--- src/rtl/alu_op_ctrl.sv ---
// Issue/capture sequencer in front of the 9:1 ALU result mux: latches one operation,
// waits LAT settle cycles, captures the mux output and hands it downstream.
module alu_op_ctrl #(
    parameter int WIDTH = 8,
    parameter int LAT   = 2,
    parameter int CNT_W = 16
) (
    input  logic             clk,
    input  logic             rst_n,
    input  logic             op_valid,
    output logic             op_ready,
    input  logic [3:0]       op_code,
    input  logic [WIDTH-1:0] operand_a,
    input  logic [WIDTH-1:0] operand_b,
    output logic [WIDTH-1:0] dp_a,
    output logic [WIDTH-1:0] dp_b,
    output logic [3:0]       mux_sel,
    input  logic [WIDTH-1:0] mux_result,
    output logic             res_valid,
    input  logic             res_ready,
    output logic [WIDTH-1:0] result,
    output logic             res_err,
    output logic [CNT_W-1:0] op_count
);

    typedef enum logic [1:0] {
        IDLE,
        WAIT,
        HOLD
    } state_t;

    localparam logic [3:0] LAST_OP = 4'd8;
    localparam logic [3:0] LAT_V   = 4'(LAT);

    state_t           state_q, state_d;
    logic [3:0]       cnt_q, cnt_d;
    logic [WIDTH-1:0] dp_a_d, dp_b_d, result_d;
    logic [3:0]       mux_sel_d;
    logic             res_err_d, op_ready_d, res_valid_d;
    logic [CNT_W-1:0] op_count_d;

    // NOTE: every variable gets its hold value first, so no path through the case
    // leaves one unassigned and no latch is inferred.
    always_comb begin
        state_d    = state_q;
        cnt_d      = cnt_q;
        dp_a_d     = dp_a;
        dp_b_d     = dp_b;
        mux_sel_d  = mux_sel;
        result_d   = result;
        res_err_d  = res_err;
        op_count_d = op_count;

        unique case (state_q)
            IDLE: begin
                if (op_valid && op_ready) begin
                    if (op_code <= LAST_OP) begin
                        dp_a_d    = operand_a;
                        dp_b_d    = operand_b;
                        mux_sel_d = op_code;
                        cnt_d     = LAT_V;
                        state_d   = WAIT;
                    end else begin
                        // Illegal opcodes never reach the datapath; the select keeps its last value.
                        result_d  = '0;
                        res_err_d = 1'b1;
                        state_d   = HOLD;
                    end
                end
            end
            WAIT: begin
                if (cnt_q != 4'd0) begin
                    cnt_d = cnt_q - 4'd1;
                end else begin
                    result_d  = mux_result;
                    res_err_d = 1'b0;
                    state_d   = HOLD;
                end
            end
            HOLD: begin
                if (res_ready) begin
                    op_count_d = op_count + CNT_W'(1);
                    state_d    = IDLE;
                end
            end
            default: state_d = IDLE;
        endcase

        // Handshake flags are decoded from the next state so they come straight off flops.
        op_ready_d  = (state_d == IDLE);
        res_valid_d = (state_d == HOLD);
    end

    // NOTE: sequential state uses non-blocking assignments so every flop samples
    // the pre-edge values regardless of statement order.
    always_ff @(posedge clk or negedge rst_n) begin
        if (!rst_n) begin
            state_q   <= IDLE;
            cnt_q     <= '0;
            dp_a      <= '0;
            dp_b      <= '0;
            mux_sel   <= '0;
            result    <= '0;
            res_err   <= 1'b0;
            op_count  <= '0;
            op_ready  <= 1'b1;
            res_valid <= 1'b0;
        end else begin
            state_q   <= state_d;
            cnt_q     <= cnt_d;
            dp_a      <= dp_a_d;
            dp_b      <= dp_b_d;
            mux_sel   <= mux_sel_d;
            result    <= result_d;
            res_err   <= res_err_d;
            op_count  <= op_count_d;
            op_ready  <= op_ready_d;
            res_valid <= res_valid_d;
        end
    end

endmodule

--- config.mk ---
export PLATFORM = sky130hd
export DESIGN_NAME = alu_op_ctrl
export DESIGN_NICKNAME = d
export VERILOG_FILES = /design/src/rtl/alu_op_ctrl.sv
export SDC_FILE = /design/constraint.sdc
export NUM_CORES = 1
export LEC_CHECK = 0
export CAP_MARGIN = 20
export CORE_UTILIZATION = 50
export CTS_BUF_LIST = sky130_fd_sc_hd__clkbuf_8
export CTS_CLUSTER_SIZE = 40
export DETAILED_ROUTE_END_ITERATION = 7
export PLACE_DENSITY = 0.88
export RECOVER_POWER = 25
export SYNTH_ARGS = -nofsm -noshare
export SYNTH_HDL_FRONTEND = slang
export SYNTH_SLANG_ARGS = --single-unit
--- constraint.sdc ---
create_clock -name clk -period 3.1 [get_ports clk]
set_clock_uncertainty 0.2 [all_clocks]
set_input_delay 0.62 -clock clk [delete_from_list [all_inputs] [get_ports clk]]
set_output_delay 0.62 -clock clk [all_outputs]
set_load 0.02 [all_outputs]
==> results of run 1 <==
==> layout make-up <==
type | instances | share of cell area
Clock buffer | 6 | 0.0258
Clock inverter | 2 | 0.0117
Inverter | 6 | 0.00704
Multi-Input combinational cell | 105 | 0.268
Sequential cell | 53 | 0.415
Tap cell | 52 | 0.0203
Timing Repair Buffer | 81 | 0.252
==> sequential cells by signal (all words and copies together) (netlist names) <==
signal	cells
cnt_q	4
dp_b	8
op_count	16
dp_a	8
res_err	1
op_ready	1
result	8
state_q	2
res_valid	1
mux_sel	4
==> report_power, final <==
part	leakage, nW	total, W	switching (W)	internal (W)
Sequential	0.668	0.00114	0.000183	0.000956
Clock	0.0574	0.000481	0.000219	0.000263
Combinational	0.751	0.00136	0.000612	0.000752
Total	1.48	0.00298	0.00101	0.00197
==> worst max-delay path, stage by stage <==
cell and delay (ns):
clkdlybuf4s50_1 0.43, o31ai_2 0.32, or4b_1 0.63, buf_12 0.24, mux2_4 0.30
==> worst min path at each step <==
stage               cells past startpoint  slack, ns      endpoint    startpoint
finish                                  1       0.25       dp_b[0]         rst_n
global route                            1       0.29  op_count[15]  op_count[15]
CTS                                     1       0.04       dp_b[0]         rst_n
detailed placement                      1       0.27  op_count[15]  op_count[15]
global placement                        1       0.26  op_count[15]  op_count[15]
floorplan                               0       0.12      cnt_q[0]         rst_n
==> metrics by stage <==
stage          instance area (um2)  total power (W)  utilization  hold slack, ns  instances
5_1_grt                       3200          0.00315        0.735           0.288        305
6_report                      3200          0.00298        0.735           0.252        305
3_5_place_dp                  3080          0.00252        0.708           0.269        297
3_3_place_gp                  3080          0.00247        0.708           0.257        297
4_1_cts                       3200          0.00301        0.736          0.0437        305
2_1_floorplan                 2250          0.00190            -           0.124        168
==> cells in the final DEF (no fill, tap or decap), drive strengths merged, types with 2 or more instances in the layout <==
master and n:
mux2 21, or3 3, clkdlybuf4s50 77, nand2b 2, buf 2, xnor2 7, nor2 11, ha 3
o21ai 2, a21oi 2, and3 2, nand3 6, nand2 9, xor2 8, nand4 2, nor3b 3
dfrtp 52, clkbuf 8, inv 6, a22o 8, nor3 5, nor4 2
==> metal layers <==
layer | track usage | vias up
met3 | 0.0512 | 9
met5 | 0 | -
met1 | 0.254 | 788
met2 | 0.350 | 48
met4 | 0.0522 | 0
li1 | - | 753
==> kinds of logic (layout without fill, tap and decap cells) <==
group	Yosys count	in the layout	share of synthesized area
AND/OR/NAND/NOR	50	50	0.118
flip-flops	53	53	0.589
AO/OA/AOI/OAI	16	16	0.0561
buffers and inverters	10	95	0.0305
multiplexers	21	21	0.132
adder cells (fa/ha/maj)	3	3	0.0167
XOR/XNOR	15	15	0.0583
==> reports/qor.txt, run 1 <==
Rows = 24
Top cells by count, synth = dfrtp_1, mux2_4, nor2_1
TritonRoute pass-1 iters = 6
Fillers = 311
CP required = 3.09 ns
Post-route minimum period = 2.56 ns
Die ar. = 0.00478 mm2
Cell area after synthesis = 0.00225 mm2
DR WL met3 = 179 um
Number of synthesized flops with an enable pin = 0
Area leader, netlist = dfrtp_1
Yosys Warn Count = 0
Horiz. Die Dim = 69.1 um
Min setup slack post-route = 0.539 ns
Mean Syn Cell Area = 13.4 um2
Final hold viol count = 0
Largest net degree at the start of global routing = 36
Clock root cell = clkbuf_8
IO Count = 79
Seq/Total Area, Yosys = 0.589
Crit Path Max Fanout = 20
Syn Inst Count = 168
Core Footprint = 0.00435 mm2
Worst VDD drop = 0.588 mV
Residual DRC count = 0
TritonCTS Buffers = 5
CTS Sinks = 53
Min-Delay Path Class = input pin to asynchronous set/reset pin
Fin crit share = 0.826
Layout area overhead = 42.0%
Fmax = 390 MHz
Worst Setup SP = op_code[0]
Worst R2R Start = cnt_q[0]
Top post-synthesis cells by area = dfrtp_1, mux2_4, a22o_1
Hold_buf cts = 0
ANT cells = 0
Synth Register Bits = 53
Pleak = 1.48 nW
WL met2 = 2.28 mm
Initial antenna violation count = 0
Port Buffers = 78
Async SR Flop Fraction = 1.00
DR iter-0 viols = 50
Worst slew pin tran = 0.980 ns
Final antenna-violating net count = 0
Top FF cell, synth = dfrtp_1
CTS tree = yes
Top Metal Used = met4
Grt ovf = 0
Max Cap Viol = 0
Distinct cells, synth = 33
Drt total wl = 4.45 mm
Metal-1 WL = 1.93 mm
Gpl congestion = 0.771
Most frequent cell after synthesis = dfrtp_1
Worst EP arrival = 2.55 ns
Area share of the largest cell type after synthesis = 0.577
Max clock buf depth = 2
Cell Pwr Density = 933 mW/mm2
Pins Over Slew Limit = 0
Post-CTS sizing = 0
H-tree depth = 2
Clock insertion delay at the later pin of the skew report = 0.30 ns
Vias = 1598
Internal reg-to-reg setup slack = 0.90 ns
Critical path launch point type = input pin
Global-route wire length before repair = 7.66 mm
RR Endpoint = result[4]
Crit Path Class = input pin to flip-flop
Status = completed
Multi-input gate area = 857 um2
FF/Latch Area = 0.00133 mm2
Worst reg-to-reg path cell count = 5
Setup bufs post-CTS = 0
DIE HEIGHT = 69.1 um
Layout cells sized above 1 = 0.138
Final setup vio count = 0
Drt via density = 5.24
RSZ-0062 raised after global routing = no
DPL Wire Length = 3.27 mm
Clock slew at reported path FFs = 0.09 ns
Initial Util = 0.518
Setup WS pre-CTS = 0.220 ns
Total GRT Usage = 0.203
Vias in the first global route = 1666
Wire length per cell = 14.6 um
Nets = 287
Final setup TNS = 0 ns
Slew headroom = 0.347
Syn_nets = 203
End point of the critical path = dp_a[5]
CP endpoint kind = flip-flop
Power figures use the tool's default switching activity.
==> run 2: changes to the inputs <==
CORE_UTILIZATION = 46   (was 50)
PLACE_DENSITY = 0.81   (was 0.88)
clock period = 2.63 ns   (was 3.1 ns; I/O delays follow)
==> reports/qor.txt, run 2 (synthesis gave the netlist of run 1 again) <==
Status = completed
CP required = 2.61 ns
Critical path's top delay family = buffers and inverters
CP max-delay cell = or4b_1
Max Cap Viol = 0
H-tree depth = 2
Final setup TNS = 0 ns
Most frequent cells in the layout = clkdlybuf4s50_1, dfrtp_1, mux2_4
Critical path's largest stage delay = 0.53 ns
Post-CTS sizing = 0
Total power = 0.00349 W
RSZ-0062 raised after global routing = no
Critical path, cell by cell = clkdlybuf4s50_1 > o31ai_2 > or4b_1 > buf_4 > a311o_1
Vias = 1580
Wire length per cell = 13.0 um
Core Footprint = 0.00472 mm2
Residual DRC count = 0
Die ar. = 0.00518 mm2
Min-Delay Path Class = flip-flop to flip-flop
Port Buffers = 78
CP endpoint kind = flip-flop
Max FFs per register = 16
Drt total wl = 4.18 mm
Largest net degree at the start of global routing = 30
Critical path buffers and inverters = 2
ANT cells = 0
Hold_buf cts = 0
Max clock buf depth = 2
Crit Path Max Fanout = 5
Worst EP arrival = 2.30 ns
Drt via density = 4.91
Total GRT Usage = 0.181
Clock slew at reported path FFs = 0.09 ns
CTS Sinks = 53
DPL Wire Length = 3.06 mm
Multi-input gate area = 857 um2
TritonCTS Buffers = 5
Cell Pwr Density = 1080 mW/mm2
Vias in the first global route = 1550
Rows = 25
Global-route wire length before repair = 7.27 mm
Fin crit share = 0.881
Pins Over Slew Limit = 0
Fillers = 342
Post-route minimum period = 2.32 ns
Final antenna-violating net count = 0
Most common cell after layout, fill and taps aside = clkdlybuf4s50_1
FF/Latch Area = 0.00133 mm2
Layout area overhead = 43.3%
CTS tree = yes
Worst VDD drop = 0.586 mV
Clock root cell = clkbuf_8
IO Count = 79
Clock insertion delay at the later pin of the skew report = 0.30 ns
DR iter-0 viols = 48
Setup bufs post-CTS = 0
TritonRoute pass-1 iters = 4
Slew headroom = 0.158
Grt ovf = 0
Fmax = 432 MHz
Pleak = 1.49 nW
Layout cells sized above 1 = 0.141
Final setup vio count = 0
Nets = 289
DIE HEIGHT = 72.0 um
Initial antenna violation count = 0
Horiz. Die Dim = 72.0 um
Final hold viol count = 0
Critical path launch point type = input pin
Worst slew pin tran = 1.26 ns
Biggest register = op_count
Gpl congestion = 0.847
Crit Path Class = input pin to flip-flop
Initial Util = 0.477
==> run 2: area by class of cell <==
cell class / instances / area share
sequential: 53 / 0.411
inverter: 6 / 0.00697
tap: 67 / 0.0260
clock inverter: 2 / 0.0105
clock buffer: 6 / 0.0256
multi-input combinational: 105 / 0.265
timing repair buffer: 83 / 0.255
==> run 2: metrics by stage <==
step | instance area, um2 | hold slack, ns | utilization | setup slack (ns) | cells
after floorplan | 2250 | 0.0304 | - | 0.473 | 168
after global placement | 3130 | 0.257 | 0.663 | 0.0234 | 314
after detailed placement | 3130 | 0.257 | 0.663 | 0.00236 | 314
after CTS | 3250 | 0.0323 | 0.687 | 0.312 | 322
after global routing | 3230 | 0.293 | 0.684 | 0.221 | 322
final | 3230 | 0.270 | 0.684 | 0.313 | 322
==> run 2: metal layers <==
layer / routed length (um) / track usage / share of wire
met4: 53 / 0.0654 / 0.013
met5: 0 / 0 / 0
met3: 149 / 0.0306 / 0.036
met1: 1910 / 0.251 / 0.46
met2: 2070 / 0.290 / 0.49
==> run 2: power breakdown <==
part | internal (W) | switching [W] | leakage (nW) | total [W]
combinational | 0.000890 | 0.000714 | 0.761 | 0.00160
clock | 0.000306 | 0.000242 | 0.0626 | 0.000548
sequential | 0.00113 | 0.000209 | 0.668 | 0.00134
total | 0.00232 | 0.00116 | 1.49 | 0.00349
==> run 2: path summary, 6_finish.rpt <==
path                                 to          from  cells after the start  slack (ns)
setup / recovery               cnt_q[2]    op_code[0]                      5        0.31
hold / removal             op_count[15]  op_count[15]                      1        0.27
setup reg to reg               cnt_q[2]      cnt_q[0]                      6        0.55
hold reg to reg            op_count[15]  op_count[15]                      1        0.27
max in group asynchronous   op_count[5]         rst_n                      2        0.63
min in group asynchronous    state_q[0]         rst_n                      1        0.28
